==> src/rtl/echo_locator.sv <==
// Finds the first accepted run of 1-bits (width >= MIN_WIDTH) in each serial frame and reports it.
// Latency: results appear one cycle after data_en falls; no backpressure, the bit stream is never stalled.
module echo_locator #(
    parameter int NBITS     = 400,
    parameter int MIN_WIDTH = 2
) (
    input  logic       clk,
    input  logic       rst,
    input  logic       data_en,
    input  logic       serial_data,
    output logic [8:0] echo_pos,
    output logic [8:0] echo_width,
    output logic       echo_valid,
    output logic       frame_done,
    output logic       frame_err
);

    typedef enum logic [2:0] {IDLE, SEARCH, PULSE, HOLD, REPORT} state_t;

    localparam logic [9:0] NBITS_W = 10'(NBITS);
    localparam logic [8:0] MIN_W   = 9'(MIN_WIDTH);

    state_t     state;
    logic [8:0] idx;
    logic [8:0] start;
    logic [8:0] width;
    logic [8:0] rec_start;
    logic [8:0] rec_width;
    logic       rec_vld;
    logic       over;

    logic       frame_start;
    state_t     eff_state;
    logic [8:0] cur_idx;
    logic [8:0] idx_inc;
    logic [8:0] width_inc;
    logic       in_range;
    logic       bit_in;
    logic       run_ok;
    logic       fin_vld;
    logic [8:0] fin_start;
    logic [8:0] fin_width;

    // A data_en in IDLE or REPORT opens a new frame; that bit is handled as SEARCH at index 0.
    assign frame_start = data_en && (state == IDLE || state == REPORT);
    assign eff_state   = frame_start ? SEARCH : state;
    assign cur_idx     = frame_start ? 9'd0 : idx;
    assign idx_inc     = (cur_idx == 9'h1FF) ? cur_idx : cur_idx + 9'd1;
    assign width_inc   = (width == 9'h1FF) ? width : width + 9'd1;
    assign in_range    = {1'b0, cur_idx} < NBITS_W;
    assign bit_in      = serial_data && in_range;
    assign run_ok      = width >= MIN_W;

    // A run still open when the frame ends is accepted if wide enough.
    assign fin_vld   = rec_vld || (state == PULSE && run_ok);
    assign fin_start = rec_vld ? rec_start : start;
    assign fin_width = rec_vld ? rec_width : width;

    always_ff @(posedge clk or negedge rst) begin
        if (!rst) begin
            state      <= IDLE;
            idx        <= 9'd0;
            start      <= 9'd0;
            width      <= 9'd0;
            rec_start  <= 9'd0;
            rec_width  <= 9'd0;
            rec_vld    <= 1'b0;
            over       <= 1'b0;
            echo_pos   <= 9'h1FF;
            echo_width <= 9'd0;
            echo_valid <= 1'b0;
            frame_done <= 1'b0;
            frame_err  <= 1'b0;
        end else begin
            frame_done <= 1'b0;
            echo_valid <= 1'b0;
            frame_err  <= 1'b0;
            if (data_en) begin
                idx  <= idx_inc;
                over <= (frame_start ? 1'b0 : over) | ~in_range;
                if (frame_start) begin
                    rec_vld <= 1'b0;
                end
                case (eff_state)
                    SEARCH: begin
                        if (bit_in) begin
                            start <= cur_idx;
                            width <= 9'd1;
                            state <= PULSE;
                        end else begin
                            state <= SEARCH;
                        end
                    end
                    PULSE: begin
                        // Bits past the nominal frame end close the run like a 0.
                        if (bit_in) begin
                            width <= width_inc;
                        end else if (run_ok) begin
                            rec_vld   <= 1'b1;
                            rec_start <= start;
                            rec_width <= width;
                            state     <= HOLD;
                        end else begin
                            state <= SEARCH;
                        end
                    end
                    default: state <= HOLD;
                endcase
            end else if (state == SEARCH || state == PULSE || state == HOLD) begin
                state      <= REPORT;
                frame_done <= 1'b1;
                frame_err  <= over || ({1'b0, idx} < NBITS_W);
                echo_valid <= fin_vld;
                echo_pos   <= fin_vld ? fin_start : 9'h1FF;
                echo_width <= fin_vld ? fin_width : 9'd0;
            end else begin
                state <= IDLE;
            end
        end
    end

endmodule
==> config.mk <==
export PLATFORM = sky130hd
export DESIGN_NAME = echo_locator
export DESIGN_NICKNAME = d
export VERILOG_FILES = /design/src/rtl/echo_locator.sv
export SDC_FILE = /design/constraint.sdc
export NUM_CORES = 1
export LEC_CHECK = 0
export CELL_PAD_IN_SITES_DETAIL_PLACEMENT = 1
export CELL_PAD_IN_SITES_GLOBAL_PLACEMENT = 1
export CORE_MARGIN = 3
export CORE_UTILIZATION = 30
export CTS_CLUSTER_SIZE = 8
export DETAILED_ROUTE_END_ITERATION = 6
export PLACE_DENSITY = 0.6
export SYNTH_ARGS = -nofsm -noshare
export SYNTH_HDL_FRONTEND = slang
export SYNTH_SLANG_ARGS = --single-unit
==> constraint.sdc <==
create_clock -name clk -period 2.3 [get_ports clk]
set_clock_uncertainty 0.05 [all_clocks]
set_input_delay 0.46 -clock clk [delete_from_list [all_inputs] [get_ports clk]]
set_output_delay 0.46 -clock clk [all_outputs]
set_load 0.02 [all_outputs]
---- Word level (Yosys, flattened, before mapping) ----
Index checks and enable logic that the tools add are counted.
storage, ports and cells
  register bits ........................... 71
  bits in latches ......................... 0
  bits in writable memories ............... 0
  bits in read-only memories .............. 0
  logic and storage cells ................. 76
  memories kept ........................... 0
operators by class
  add/sub/neg operators ................... 2
  multipliers ............................. 0
  div/mod/pow operators ................... 0
  $lt $le $gt $ge ......................... 3
  eq/ne operators ......................... 12
  shifts and indexed selects .............. 0
  multiplexer cells ....................... 28
  bitwise operators ....................... 4
  reduce and logical (&&, ||, !) cells .... 14
operators with widths
  operator                                                               count
  9-bit two-way mux                                                      9
  9-bit by 1-bit adder with 9-bit output, second input constant          2
  9-bit == test, second input constant                                   2
  9-bit < comparator, second input constant                              2
  9-bit one-hot mux with 2 select lines                                  1
  3-bit two-way mux                                                      4
  1-bit two-way mux                                                      11
  3-bit by 2-bit == test with 1-bit output, second input constant        3
  9-bit by 2-bit >= comparator with 1-bit output, second input constant  1
  3-bit by 1-bit == test with 1-bit output, second input constant        2
  2-bit != test, second input constant                                   3
  3-bit one-hot mux with 2 select lines                                  1
  1-bit logical OR                                                       5
  5-bit AND reduction                                                    1
  2-bit two-way mux                                                      2
  4-bit AND reduction                                                    1
  3-bit == test, second input constant                                   1
  1-bit logical AND                                                      3
  3-bit zero test                                                        1
  3-bit != test, second input constant                                   1
  1-bit inverter                                                         3
  3-bit AND reduction                                                    1
  2-bit AND reduction                                                    1
  2-bit nonzero test                                                     1
  1-bit bitwise OR                                                       1

---- Longest topological paths before layout ----
  word-level depth ........................ 9
  mapped depth ............................ 9

---- Worst setup path before layout ----
OpenSTA, ideal clock, no wires.
  path kind ............................... register -> register
  from .................................... register width[1]
  to ...................................... register width[7]
  data arrival time ....................... 2.140 ns
  setup slack ............................. 0.033 ns
  cell stages (with the launch flop) ...... 9
  period minus slack after synthesis ...... 2.267 ns
  cells stage by stage .................... dfrtp_1 -> ha_1 -> and2_1 -> and3_1 -> ha_1 -> nor3b_1 -> o31ai_2 -> or4_1 -> a21oi_1
on the way
  cells in the longest elaborated chain, start to end .. 4
  elaborated cells on any way between the ends .. 7
RTL lines
  item                                    RTL line  source
  from (decl)                             26        logic [8:0] width;
  from (signal assigned)                  97        width <= width_inc;
  9-bit by 1-bit adder with 9-bit output  49        assign width_inc = (width == 9'h1FF) ? width : width + 9'd1;
  9-bit two-way mux                       49
  9-bit two-way mux                       96        if (bit_in) begin
  9-bit one-hot mux with 2 select lines   84        case (eff_state)
Several ways; a longest one is shown, not always the timed one. The select of a mux whose other input is x is not followed.
A chain may end at the register's enable or synchronous reset.

---- Final worst setup path ----
  from .................................... register width[1]
  to ...................................... register width[6]
Same word-level chain as after synthesis.

==> flow_summary.toml <==
[global_route]
antenna_found_initial = 0
grt_pass1_wl_um = 14660
grt-busiest-layer = "met2"
use_met2 = 0.2143
first_global_vias = 2808
grt_overflow = 0
track_usage = 0.1426
met1_usage = 0.1991
grt_start_max_net_pins = 72
use_met3 = 0.03130

[run_status]
status = "complete, no violations"

[critical_path]
path_buf_inv = 0
cp.arrival_ns = 2.48
critPathMaxStageDelay_ns = 0.56
path_class = "reg -> reg"
startpoint = "width[1]"
r2r_cells = 8
cp_top_family = "simple AND/OR/NAND/NOR gates"
critPathSlowestCell = "or4_4"
worst_r2r_endpoint = "width[6]"
path_depth = 8
rrSetupSlack_ns = 0.03
worst_setup_path_start_kind = "register"
cp_max_fo = 5
timing.rr.start = "width[1]"
crit_path_end_kind = "register"
crit_end = "width[6]"
cp_data_required_time_ns = 2.51
cp_cell_sequence = "ha_2, and2_4, and3_4, ha_4, nor3b_4, o31ai_4, or4_4, a21oi_2"

[layout]
final_common_cell = "dfrtp_1"
finalNetCount = 383
drive_gt1_frac = 0.3316
diodes = 0
n_fill_cell = 1222
syn2layout_area_growth_pct = 30.61
final_core_util = 0.4103
fin_area_um2 = 4564
mostFrequentLayoutCells = "dfrtp_1, buf_4, nand2_1, clkdlybuf4s50_1, nor2_1"

[cts]
cts_tree = "done"
clock-sinks = 71
hold_buffers = 0
clkTransAtPathRegs_ns = 0.06
cts-root-buf = "clkbuf_16"
clock_latency_ns = 0.34
ctsHtreeMaxLevel = 3
cts_buffers = 9
cts_max_path_buffers = 2

[placed_design]
port_buffers = 24
hpwl_um = 5849
placed_area_um2 = 4128
gp_congestion = 0.7920

[synthesis]
synth_area_um2 = 3495
ys_seq_area_frac = 0.5116
synth_cell_types = 55
synth_fp_nets = 325
yosys_warnings = 0
syn_area_per_cell_um2 = 11.02
synthCells = 317
ys_ff_latch = 71

[sta]
slew_headroom = 0.5811
min_period_over_period = 0.9849
setup_viol = 0
fin_crit_ns = 2.265
rsz0062_at_grt = "true"
maxSlewViolCount = 0
worstMarginPinSlew_ns = 0.6284
fmax_mhz = 441.5
finalHoldViolCount = 0

[pwr]
p_per_area_nw_per_um2 = 877.8
vdd_drop_max_mv = 0.4909
p_leak_nw = 2.075

[die]
core_um2 = 11130
die_w_um = 113.9
dieArea_um2 = 12980
start_util = 0.3141
die_h_um = 113.9
rows = 38
io_pins = 25

[routing]
drcViolationCount = 0
drt_iter0_drc = 156
wire_per_inst_um = 16.31
dr.pass1.iters = 4
drt-total-wl_um = 8480
antenna_left = 0
num_vias = 2638
vias_per_cell = 5.073

[run]
drv_cap = 0

[worst_hold_path]
hold_path.class = "in -> async"
per-layer routing:
metal,vias up,routed length [um]
met4,0,163
met3,12,224
met5,-,0
met1,1319,4161
met2,31,3931
li1,1276,-
stage by stage:
step	total power, W	hold slack [ns]	TNS [ns]	setup WS [ns]	std cells
6_report	0.004007	0.06494	0	0.03482	520
5_1_grt	0.004230	0.1225	-0.02616	-0.02616	520
4_1_cts	0.004032	0.1053	0	0.01035	517
3_5_place_dp	0.002491	0.4062	-2.317	-0.3297	500
3_3_place_gp	0.002457	0.4006	-1.354	-0.2588	500
2_1_floorplan	0.002082	0.1144	0	0.03289	317
worst min path at each step:
stage,startpoint,to,cells after the start
detailed placement,echo_pos[1],echo_pos[1],2
global route,rst,state[2],2
floorplan,rst,echo_valid,0
CTS,rst,state[2],2
global placement,echo_pos[2],echo_pos[2],2
finish,rst,width[4],2
power by group:
group / total, W / internal, W / switching [W]
Clock: 0.00150 / 0.000950 / 0.000552
Sequential: 0.00161 / 0.00145 / 0.000159
Combinational: 0.000890 / 0.000440 / 0.000450
synthesized netlist by cell type (all sizes together):
master   instances  area, um^2
dfrtp           62        1551
nand2           36       135.1
o21ai           27       146.4
nor2            20       77.58
a21oi           16       80.08
mux2            16       198.9
buf             14       88.84
nand3           13       65.06
dfstp            9       236.5
o22ai            9       112.6
and3             7       43.79
clkbuf           7       26.28
inv              7       26.28
a221oi           6       83.83
and2             5       31.28
o31ai            5       42.54
or3              5       31.28
a22o             4       35.03
ha               4       50.05
nand4            4       40.04
nor3             4       25.02
o211ai           4       30.03
and4             3       26.28
nand2b           3       18.77
o2111ai          3       26.28
or4              3       22.52
a41oi            2       17.52
mux2i            2       20.02
nor3b            2       26.28
o211a            2       20.02
o21a             2       15.01
or3b             2       20.02
a311o            1       10.01
a311oi           1       26.28
maj3             1       10.01
nor2b            1       6.260
nor4             1       21.27
o311ai           1       26.28
o41ai            1       8.760
or2              1       6.260
xnor2            1       8.760
final cells by class:
class	instances	area, um^2	share of cell area
Clock buffer	9	225.2	0.04934
Clock inverter	7	95.09	0.02083
Inverter	7	26.28	0.005757
Multi-Input combinational cell	218	1644	0.3602
Sequential cell	71	1788	0.3917
Tap cell	140	175.2	0.03838
Timing Repair Buffer	68	610.6	0.1338
cells by family after synthesis:
group,count (synthesis),synth area share
simple gates,110,0.1708
compound gates,84,0.1948
flops,71,0.5116
buf+inv,28,0.04046
mux,18,0.06266
fa+ha+maj,5,0.01719
xor+xnor,1,0.002507
registers in the layout, indices dropped and copies added, names as in the netlist, 3 cells and up:
signal      count
echo_pos        9
echo_width      9
idx             9
rec_start       9
rec_width       9
start           9
width           9
state           3
what timing repair did:
action / in CTS / in global routing
gates resized for setup: 3 / 18
pin swaps: 4 / 11
endpoints found under the setup margin: 6 / 10
cloned: 0 / 0
buffers inserted: 1 / 3
No activity file was read; power rests on OpenSTA's default activity.
